## config.mk

```make
export PLATFORM = sky130hd
export DESIGN_NAME = hazard_ctrl
export DESIGN_NICKNAME = d
export VERILOG_FILES = /design/src/rtl/hazard_ctrl.sv
export SDC_FILE = /design/constraint.sdc
export NUM_CORES = 1
export LEC_CHECK = 0
export CAP_MARGIN = 20
export CORE_ASPECT_RATIO = 0.7
export CORE_MARGIN = 8
export CORE_UTILIZATION = 47
export CTS_CLUSTER_SIZE = 30
export DETAILED_ROUTE_END_ITERATION = 8
export HOLD_SLACK_MARGIN = 0.08
export PLACE_DENSITY = 0.83
export SYNTH_ARGS = -nofsm -noshare
export SYNTH_HDL_FRONTEND = slang
export SYNTH_SLANG_ARGS = --single-unit
export TNS_END_PERCENT = 100
```

## constraint.sdc

```tcl
create_clock -name clock -period 2.4 [get_ports clock]
set_input_delay 0.24 -clock clock [delete_from_list [all_inputs] [get_ports clock]]
set_output_delay 0.24 -clock clock [all_outputs]
set_load 0.005 [all_outputs]
```

## src/rtl/hazard_ctrl.sv

```systemverilog
// Hazard and control unit for the accumulator pipeline: a shift scoreboard of
// in-flight register writes drives stall, flush, issue and operand forwarding.
module hazard_ctrl #(
  parameter int NREG_BITS = 2,
  parameter int DEPTH     = 3,
  parameter int BR_SLOT   = 1,
  parameter int FWD_EN    = 1,
  parameter int CNT_W     = 8,
  localparam int SEL_W    = $clog2(DEPTH + 1)
) (
  input  logic                 clock,
  input  logic                 reset_n,
  input  logic                 id_valid,
  input  logic [NREG_BITS-1:0] id_rs,
  input  logic                 id_rs_used,
  input  logic [NREG_BITS-1:0] id_rd,
  input  logic                 id_wr,
  input  logic                 id_load,
  input  logic                 br_taken,
  output logic                 stall,
  output logic                 flush,
  output logic                 issue,
  output logic [SEL_W-1:0]     fwd_sel,
  output logic [SEL_W-1:0]     pending,
  output logic [CNT_W-1:0]     stall_cnt
);

  // A load result only exists once the load has reached MEM (slot 1).
  localparam int LOAD_READY = 1;

  logic [DEPTH-1:0]     slot_v_q, slot_v_d;
  logic [DEPTH-1:0]     slot_load_q, slot_load_d;
  logic [NREG_BITS-1:0] slot_rd_q [DEPTH];
  logic [NREG_BITS-1:0] slot_rd_d [DEPTH];
  logic [CNT_W-1:0]     stall_cnt_q, stall_cnt_d;

  logic [DEPTH-1:0]     match;
  logic                 hit;
  logic                 hit_load;
  logic [SEL_W-1:0]     hit_idx;
  logic                 hazard_stall;
  logic [SEL_W-1:0]     pending_cnt;

  genvar gi;
  generate
    for (gi = 0; gi < DEPTH; gi++) begin : g_match
      assign match[gi] = slot_v_q[gi] && (slot_rd_q[gi] == id_rs) && id_valid && id_rs_used;
    end
  endgenerate

  // Scan oldest to youngest so the smallest matching slot is the one kept.
  always_comb begin
    hit      = 1'b0;
    hit_load = 1'b0;
    hit_idx  = '0;
    for (int k = DEPTH - 1; k >= 0; k--) begin
      if (match[k]) begin
        hit      = 1'b1;
        hit_load = slot_load_q[k];
        hit_idx  = SEL_W'(k);
      end
    end
  end

  always_comb begin
    if (FWD_EN != 0) begin
      hazard_stall = hit && hit_load && (hit_idx < SEL_W'(LOAD_READY));
    end else begin
      hazard_stall = hit;
    end
  end

  assign stall = hazard_stall && !br_taken;
  assign flush = br_taken;
  assign issue = id_valid && !stall && !br_taken;

  always_comb begin
    fwd_sel = '0;
    if ((FWD_EN != 0) && hit && !hazard_stall && !br_taken) begin
      fwd_sel = hit_idx + SEL_W'(1);
    end
  end

  always_comb begin
    pending_cnt = '0;
    for (int k = 0; k < DEPTH; k++) begin
      pending_cnt = pending_cnt + SEL_W'(slot_v_q[k]);
    end
  end

  assign pending   = pending_cnt;
  assign stall_cnt = stall_cnt_q;

  // Entries leaving slots younger than the branch are squashed as they shift.
  always_comb begin
    slot_v_d[0]    = issue && id_wr;
    slot_rd_d[0]   = id_rd;
    slot_load_d[0] = issue && id_wr && id_load;
    for (int k = 1; k < DEPTH; k++) begin
      slot_v_d[k]    = slot_v_q[k-1] && !(br_taken && ((k - 1) < BR_SLOT));
      slot_rd_d[k]   = slot_rd_q[k-1];
      slot_load_d[k] = slot_load_q[k-1];
    end
  end

  always_comb begin
    stall_cnt_d = stall_cnt_q;
    if (stall && (stall_cnt_q != {CNT_W{1'b1}})) begin
      stall_cnt_d = stall_cnt_q + CNT_W'(1);
    end
  end

  always_ff @(posedge clock or negedge reset_n) begin
    if (!reset_n) begin
      slot_v_q    <= '0;
      slot_load_q <= '0;
      stall_cnt_q <= '0;
      for (int k = 0; k < DEPTH; k++) begin
        slot_rd_q[k] <= '0;
      end
    end else begin
      slot_v_q    <= slot_v_d;
      slot_load_q <= slot_load_d;
      stall_cnt_q <= stall_cnt_d;
      for (int k = 0; k < DEPTH; k++) begin
        slot_rd_q[k] <= slot_rd_d[k];
      end
    end
  end

endmodule

```

==> impl_metrics.env <==
export IMPL_viasPerCell=5.50
export IMPL_die_area_um2=3880
export IMPL_drive_above_1_share_pct=42.0
export IMPL_arrival_ns=2.37
export IMPL_crit_type="in2out"
export IMPL_setup_slack_ns=-0.212
export IMPL_clock_power_share_pct=39.9
export IMPL_core_region_area_um2=2080
export IMPL_die_w_um=71.1
export IMPL_slew_viol_final=0
export IMPL_place_gp_congestion=0.827
export IMPL_num_antenna_cells=0
export IMPL_use_met3_pct=4.20
export IMPL_required_ns=2.16
export IMPL_h_tree_depth=1
export IMPL_placed_area_um2=1370
export IMPL_worstMarginPinSlew_ns=0.471
export IMPL_yosysWarnings=0
export IMPL_intPower_uw=550
export IMPL_violations="negative setup slack"
export IMPL_grt_overflow_total=0
export IMPL_maxCapViolCount=0
export IMPL_synth_edf_count=0
export IMPL_clock_sinks=20
export IMPL_combPwrFrac_pct=9.6
export IMPL_drc_errors=0
export IMPL_critPathLaunchType="input pin"
export IMPL_finalCritPeriodShare_pct=109
export IMPL_synth_cell_types=25
export IMPL_netSwitchingPower_uw=146
export IMPL_fin_nets=146
export IMPL_setup_viol=11
export IMPL_cp_end_kind="primary output"
export IMPL_fill_cells=115
export IMPL_ios=26
export IMPL_tritoncts="built"
export IMPL_stdcell_area_um2=1640
export IMPL_clock_tree_root_cell="clkbuf_4"
export IMPL_ys_async_sr_fraction_pct=100
export IMPL_synth_most_common_cell="dfrtp_1"
export IMPL_top_usage_layer="met2"
export IMPL_first_iter_violations=40
export IMPL_grt_max_degree=13
export IMPL_num_rows=14
export IMPL_antenna_found_initial=0
export IMPL_status="complete, but fails checks"
export IMPL_max_freq_ghz=0.383
export IMPL_drt_first_pass_iters=4
export IMPL_synth_seq_cells=20
export IMPL_yosysTopAreaCellShare_pct=50.1
export IMPL_numCtsBuffers=3
export IMPL_numPortBuffers=25
export IMPL_clkTransAtPathRegs_ns=0.11
export IMPL_synthesis_area_um2=1000
export IMPL_dominantRegCellSynth="dfrtp_1"
export IMPL_grt_pass1_vias=894
export IMPL_insertion_delay_ns=0.31
export IMPL_grt_pass1_wl_um=4440
export IMPL_dr_total_vias=853
export IMPL_leakagePower_uw=0.000849
export IMPL_die_h_um=54.6
export IMPL_synth_avg_cell_area_um2=12.3
export IMPL_cts_max_path_buffers=2
export IMPL_detail_route_antenna_nets=0
export IMPL_clock_skew_ns=0.00530
export IMPL_wl_per_cell_um=19.2
export IMPL_fin_crit_ns=2.61
export IMPL_area_growth_pct=63.7
export IMPL_finalHoldViolCount=0
export IMPL_grtUsageMet2_pct=26.2
export IMPL_grt_use_total_pct=15.3
export IMPL_holdBufCountCts=0
export IMPL_rsz0062_at_grt="yes"
export IMPL_p_per_area_nw_per_um2=426
export IMPL_synth_top_area_cell="dfrtp_1"
export IMPL_seq_power_share_pct=50.4
export IMPL_finalWirelength_um=2970
export IMPL_swShare_pct=21.0
export IMPL_slew_headroom_pct=68.5
export IMPL_ys_seq_area_share_pct=50.1
export IMPL_finalPower_uw=696
export IMPL_yosys_top_cells_area="dfrtp_1, xor2_1, nor4_4"
export IMPL_ir_drop_uv=335
export IMPL_synth_commonest_cells="dfrtp_1, xor2_1"
export IMPL_use_met1_pct=17.8
export IMPL_dp_hpwl_um=1840
export IMPL_start_util_pct=48.0
export IMPL_synthCells=81
export IMPL_cp_max_fo=4
export IMPL_syn_nets=95
export IMPL_hold_class="in2async"
-- kinds of logic (layout without fill, tap and decap cells) --
kind of cell / after synthesis / after routing / synth area share, %
AO/OA/AOI/OAI: 4 / 4 / 4.88
multiplexers: 2 / 2 / 2.25
adder cells (fa/ha/maj): 3 / 3 / 4.51
flip-flops: 20 / 20 / 50.1
AND/OR/NAND/NOR: 33 / 33 / 24.0
XOR/XNOR: 12 / 12 / 10.5
buffers and inverters: 7 / 57 / 3.76
-- final timing paths --
check                               startpoint              to  slack, ns  depth (start not counted)
worst max-delay path                  id_valid           issue      -0.21                         11
worst min-delay path                   reset_n     slot_v_q[1]       0.23                          1
worst max register to register    slot_rd_d[0]    stall_cnt[6]      -0.08                         11
worst min register to register  slot_load_q[0]  slot_load_q[1]       0.40                          0
max in group asynchronous              reset_n    slot_rd_q[0]       1.64                          2
min in group clock                    id_rd[0]    slot_rd_d[2]       0.35                          1
-- metal layers --
metal  vias up  share of wire, %
li1        379                 -
met1       429                42
met2        34                49
met3        11               4.8
met4         0               4.1
met5         -                 0
-- timing repair --
action	in CTS	in global routing
resized for setup	28	22
setup endpoints to repair	5	12
pin swaps	9	10
buffers inserted	8	3
-- cells in the final DEF (no fill, tap or decap), types with 2 or more instances in the layout --
cell and count:
buf_12 2, and3_1 4, buf_6 5, inv_1 4
mux2_4 2, buf_4 17, xor2_1 10, nand2_1 4
nand3_1 4, clkbuf_4 3, a31o_4 2, xor2_2 2
clkdlybuf4s50_1 20, dfrtp_1 20, nor4_4 3, buf_2 3
nor3_4 5, nor2_4 3
-- through the flow --
stage	cells	hold slack (ns)	setup TNS [ns]	setup WS, ns	utilization [%]
2_1_floorplan	81	-0.0556	0	0.322	-
3_3_place_gp	141	0.362	-2.04	-0.321	65.8
3_5_place_dp	141	0.364	-3.33	-0.467	65.8
4_1_cts	152	0.236	-0.636	-0.235	72.2
5_1_grt	155	0.244	-2.21	-0.307	78.5
6_report	155	0.233	-1.31	-0.212	78.5
-- final cells by class --
type / count / area, µm² / share of cell area [%]
multi-input combinational: 54 / 587 / 35.9
sequential: 20 / 500 / 30.6
timing repair buffer: 48 / 448 / 27.4
clock inverter: 1 / 30.0 / 1.83
tap: 24 / 30.0 / 1.83
clock buffer: 3 / 22.5 / 1.38
inverter: 5 / 18.8 / 1.15
-- power groups by stage --
stage | Clock, µW | Sequential [µW] | Combinational (µW)
detailed placement | 0 | 357 | 60.6
finish | 278 | 351 | 67.2
global placement | 0 | 356 | 59.8
floorplan | 0 | 355 | 18.8
global route | 294 | 352 | 72.5
CTS | 284 | 350 | 61.2
-- critical path: stages --
cell and delay, ns:
clkdlybuf4s50_1 0.51, buf_4 0.14, nand3_2 0.09, nor3_4 0.27, or2b_1 0.21, ha_4 0.16
inv_2 0.04, a31o_4 0.22, buf_6 0.11, o211a_1 0.22, buf_2 0.14
-- registers in the layout, summed over array words and instances (netlist names) --
register and flops:
slot_load_q 3, slot_rd_q 2, stall_cnt 8, slot_v_q 3
slot_rd_d 4
(Power assumes the default switching activity.)
==> variant 1, RTL diff (same settings) <==
Make the reset (`reset_n`) synchronous in one clocked block.
--- a/src/rtl/hazard_ctrl.sv
+++ b/src/rtl/hazard_ctrl.sv
@@ -112,3 +112,3 @@
 
-  always_ff @(posedge clock or negedge reset_n) begin
+  always_ff @(posedge clock) begin
     if (!reset_n) begin
Behaviour: differs if reset_n is asserted again (counterexample within 4 cycles, from zero or initial values and one cycle with reset_n low); with reset_n held inactive, the same outputs for 10 cycles.
==> variant 1 against the unedited design <==
  * The run still ends with setup timing left
  * Area after synthesis is 0.88% lower
  * Wire length hardly changed
  * Power is 3.0% lower
  * Worst setup slack better by 0.14 ns
  * Sequential share of layout area is 4.4 points lower
  * Synthesized cell count is 26% higher
  * Sequential cell count stayed put
  * Count of clock-buffer cells in the layout stayed put
  * Combinational power is 15% lower
  * Design area is 6.0% lower
  * Largest power group unchanged
==> variant 1: results (changes against the unedited design) <==
[power]
leakagePower_nw=0.605  ; -29%
max-vdd-ir-drop_mv=0.297  ; -11%

[logic_synthesis]
synth_area_leaders=dfxtp_1 (40%), and2_1 (6.3%), xnor2_1 (3.5%)
yosys-top-cells-count=dfxtp_1 (20), and2_1 (10), nand2_1 (8), a21oi_1 (6), inv_1 (6)
ys_async_sr_fraction_pct=0  ; -100 points
synth-main-ff-cell=dfxtp_1
seq_area_frac_synth_pct=40.4  ; -9.7 points
synth_nets=116  ; +22%

[timing]
clock_skew_ns=0.00446  ; -0.000837 ns
setup_ws_ns=-0.0718  ; +0.140 ns
finalSetupViolCount=1  ; -10
whs_ns=0.494  ; +0.261 ns

[detailed_routing]
routedWlPerCell_um=17.5  ; -8.9%
num_vias=993  ; +16%

[worst_setup_path]
crit_start=slot_rd_q[0][2]$_SDFF_PN0_
cp_max_fo=8  ; +4
worst_ep_arrival_time_ns=2.71  ; +0.34 ns
ff2ff_path_depth=10  ; -1
r2r_end=stall_cnt[6]$_SDFFE_PN0P_

[grt]
grt_pass1_wl_mm=4.22  ; -5.0%
grt_pass1_vias=891  ; -0.34%
track_usage_pct=14.3  ; -1.0 points

[finish]
layout-drive-gt1-share_pct=32.9  ; -9.1 points

[min_path]
hold_class=reg2reg

[run_status]
violations=setup timing
status=finished, violations left

[placement]
dp_hpwl_mm=1.81  ; -1.2%
gp_congestion=0.805  ; -2.6%
place_ws_ns=-0.404  ; +0.0628 ns

[variant 1: cell count changes after synthesis, moves of 6 or more]
cell	before	now
dfxtp_1	0	20
and2_1	1	10
xor2_1	12	2
dfrtp_1	20	0
a21oi_1	0	6
[variant 1: repair_timing]
| item | CTS | global route |
|---|---|---|
| resized for setup | 20 | 21 |
| pin swaps | 6 | 14 |
| buffers inserted | 4 | 2 |
| setup endpoints to repair | 4 | 12 |
| cloned | 0 | 1 |
[variant 1: where the power goes]
| part | total, mW | leakage, nW | internal [mW] | switching, mW |
|---|---|---|---|---|
| sequential | 0.342 | 0.163 | 0.337 | 0.00448 |
| combinational | 0.0569 | 0.414 | 0.0340 | 0.0229 |
| clock | 0.277 | 0.0279 | 0.169 | 0.108 |
| total | 0.676 | 0.605 | 0.540 | 0.136 |
[variant 1: through the flow]
step | TNS (ns) | std cells | instance area, um2
global route | -0.535 | 170 | 1540
floorplan | 0 | 102 | 991
finish | -0.0718 | 170 | 1540
CTS | 0 | 168 | 1470
global placement | -2.72 | 160 | 1340
detailed placement | -3.51 | 160 | 1340
[variant 1: final cells by class]
| class | count | area, um2 |
|---|---|---|
| clock buffer | 3 | 22.5 |
| fill | 134 | 529 |
| tap | 24 | 30.0 |
| sequential | 20 | 403 |
| clock inverter | 1 | 30.0 |
| timing repair buffer | 43 | 390 |
| multi-input combinational | 73 | 639 |
| inverter | 6 | 22.5 |
[variant 1: critical path, cell delays in order (launching register included)]
cell	delay (ns)
dfxtp_2	0.36
xor2_2	0.19
nor4bb_4	0.36
buf_4	0.19
nor2_1	0.05
nand2_1	0.06
ha_2	0.19
o21ai_4	0.09
buf_4	0.18
or4_1	0.56
a21oi_1	0.17
[variant 1: worst max path at each step]
stage	endpoint	slack, ns	cells past startpoint
2_1_floorplan	fwd_sel[0]	0.39	7
3_3_place_gp	issue	-0.37	8
3_5_place_dp	issue	-0.40	8
4_1_cts	stall_cnt[6]$_SDFFE_PN0P_	0.004	9
5_1_grt	stall_cnt[6]$_SDFFE_PN0P_	-0.13	10
6_report	stall_cnt[6]$_SDFFE_PN0P_	-0.07	10
[variant 1: kinds of logic after synthesis]
logic type | after synthesis | synth area share, %
AND/OR/NAND/NOR | 44 | 30.0
flip-flops | 20 | 40.4
AO/OA/AOI/OAI | 16 | 11.2
buffers and inverters | 10 | 5.30
XOR/XNOR | 6 | 5.30
multiplexers | 3 | 3.16
adder cells (fa/ha/maj) | 3 | 4.55
[variant 1: layer usage]
layer | vias to the layer above | routed length (um) | share of wire, % | global-route usage, %
met5 | - | 0 | 0 | 0
met4 | 0 | 30 | 1.0 | 6.16
met3 | 2 | 228 | 7.7 | 3.66
met2 | 60 | 1420 | 48 | 23.1
met1 | 481 | 1300 | 44 | 18.0
li1 | 450 | - | - | -
==> variant 2, RTL diff (config.mk and constraints unchanged) <==
Made on the original files. Set the parameter `CNT_W` to 12 (it was 8).
--- a/src/rtl/hazard_ctrl.sv
+++ b/src/rtl/hazard_ctrl.sv
@@ -7,3 +7,3 @@
   parameter int FWD_EN    = 1,
-  parameter int CNT_W     = 8,
+  parameter int CNT_W     = 12,
   localparam int SEL_W    = $clog2(DEPTH + 1)
Ports: changed (resized stall_cnt); port bits go from 26 to 30. The function was not compared with the original's and may differ.
==> variant 2 against the unedited design <==
  * The run still ends with setup timing left
  * Maximum frequency is 7.9% higher
  * Cell count rose by 13%
  * Non-clock buffer count down 3
  * Sequential cell count rose by 4
  * Area after synthesis rose by 18%
  * Register-to-register slack improved by 0.07 ns
  * Design area grew 1.1%
  * Combinational power rose by 14%
  * Worst setup slack better by 0.19 ns
  * Clock skew is 0.0034 ns higher
  * Wire length down 4.2%
  * Power down 4.5%
  * Critical endpoint is now fwd_sel[1]
  * Largest cell class is now flip-flops and latches
==> variant 2: results (changes against the unedited design) <==
[run_status]
status=finished, violations left
violations=setup timing

[placement]
dp_hpwl_mm=2.03  ; +11%
gp_congestion=0.776  ; -6.1%
portBuffers=29  ; +16%
dp.cells=168  ; +19%

[logic_synthesis]
ys_types=30  ; +20%
synth_xor_area_share_pct=11.9  ; +1.4 points
synth_nets=110  ; +16%
yosys-top-cells-count=dfrtp_1 (24), xnor2_1 (13), nand4_1 (7), and2_1 (5), and3_1 (5)
synthAdderAreaFrac_pct=3.83  ; -0.67 points
synth_compound_gate_area_share_pct=6.92  ; +2.0 points
synth_area_per_cell_um2=12.2  ; -0.84%
synthMuxAreaShare_pct=1.28  ; -0.97 points
seq_area_frac_synth_pct=51.1  ; +1.1 points
synth_area_leaders=dfrtp_1 (51%), xnor2_1 (9.7%), nand4_1 (3.7%)

[grt]
grt_pass1_vias=969  ; +8.4%
track_usage_pct=14.2  ; -1.1 points
grt_max_degree=25  ; +12
grt_pass1_wl_mm=4.74  ; +6.7%

[power]
leakagePower_nw=0.758  ; -11%
max-vdd-ir-drop_mv=0.360  ; +7.5%

[detailed_routing]
routed_wirelength_mm=2.85  ; -4.2%
drtIter0Drc=44  ; +10%
post_drt_via_cell_ratio=5.18  ; -5.8%

[finish]
largest_register_ffs=12  ; +4
final_nets=157  ; +7.5%
layout-drive-gt1-share_pct=27.7  ; -14 points
finalNonFillerCells=175  ; +13%

[worst_setup_path]
cp_max_fo=3  ; -1

[min_path]
hold_class=in2async

[timing]
finalSetupViolCount=4  ; -7
clock_skew_ns=0.00865  ; +0.00336 ns
max_slew.worst_pin.slew_ns=0.573  ; +0.102 ns
setup_ws_ns=-0.0215  ; +0.190 ns
tns_ns=-0.0679  ; +1.24 ns

[variant 2: repair_timing]
| action | in CTS | in global routing |
|---|---|---|
| pin swaps | 9 | 5 |
| gates resized for setup | 27 | 4 |
| buffers inserted | 3 | 1 |
| setup endpoints to repair | 6 | 7 |
[variant 2: report_power, final]
group	internal, mW	switching [mW]
Combinational	0.0441	0.0327
Sequential	0.413	0.00695
Clock	0.0586	0.110
Total	0.515	0.150
[variant 2: stage by stage]
step	instance area [um2]	worst slack, ns
3_3_place_gp	1560	-0.431
4_1_cts	1640	-0.0366
2_1_floorplan	1170	0.314
6_report	1660	-0.0215
5_1_grt	1660	-0.156
3_5_place_dp	1560	-0.481
[variant 2: area by class of cell]
cell class,count,area (um2)
clock buffer,3,22.5
timing repair buffer,45,392
sequential,24,601
multi-input combinational,67,591
tap,34,42.5
fill,161,766
inverter,2,7.51
[variant 2: worst paths after layout]
| path | start | end | slack, ns | cells past startpoint |
|---|---|---|---|---|
| worst max-delay path | id_valid | fwd_sel[1] | -0.02 | 8 |
| worst min-delay path | reset_n | stall_cnt[9]$_DFFE_PN0P_ | 0.27 | 2 |
| worst max register to register | slot_rd_d[3]$_DFF_PN0_ | stall_cnt[1]$_DFFE_PN0P_ | -0.01 | 10 |
| worst min register to register | slot_load_q[0]$_DFF_PN0_ | slot_load_q[1]$_DFF_PN0_ | 0.41 | 0 |
| max in group asynchronous | reset_n | slot_rd_d[3]$_DFF_PN0_ | 1.89 | 2 |
| min in group clock | id_rd[0] | slot_rd_d[2]$_DFF_PN0_ | 0.36 | 1 |
[variant 2: cell families (layout without fill, tap and decap cells)]
kind of cell | after synthesis | count (layout)
buf+inv | 5 | 50
simple gates | 38 | 38
compound gates | 9 | 9
mux | 1 | 1
xor+xnor | 16 | 16
fa+ha+maj | 3 | 3
flops | 24 | 24
[variant 2: worst max-delay path, delay by kind of cell]
| kind | cells | cell delay, ns |
|---|---|---|
| AND/OR/NAND/NOR | 3 | 0.61 |
| buffers and inverters | 2 | 0.64 |
| AO/OA/AOI/OAI | 3 | 0.69 |
[variant 2: routing by layer]
layer,vias to the layer above,routed length [um],global-route usage (%)
met2,18,1480,23.2
met1,453,1220,17.4
li1,432,-,-
met4,0,59,5.45
met5,-,0,0
met3,4,87,3.27
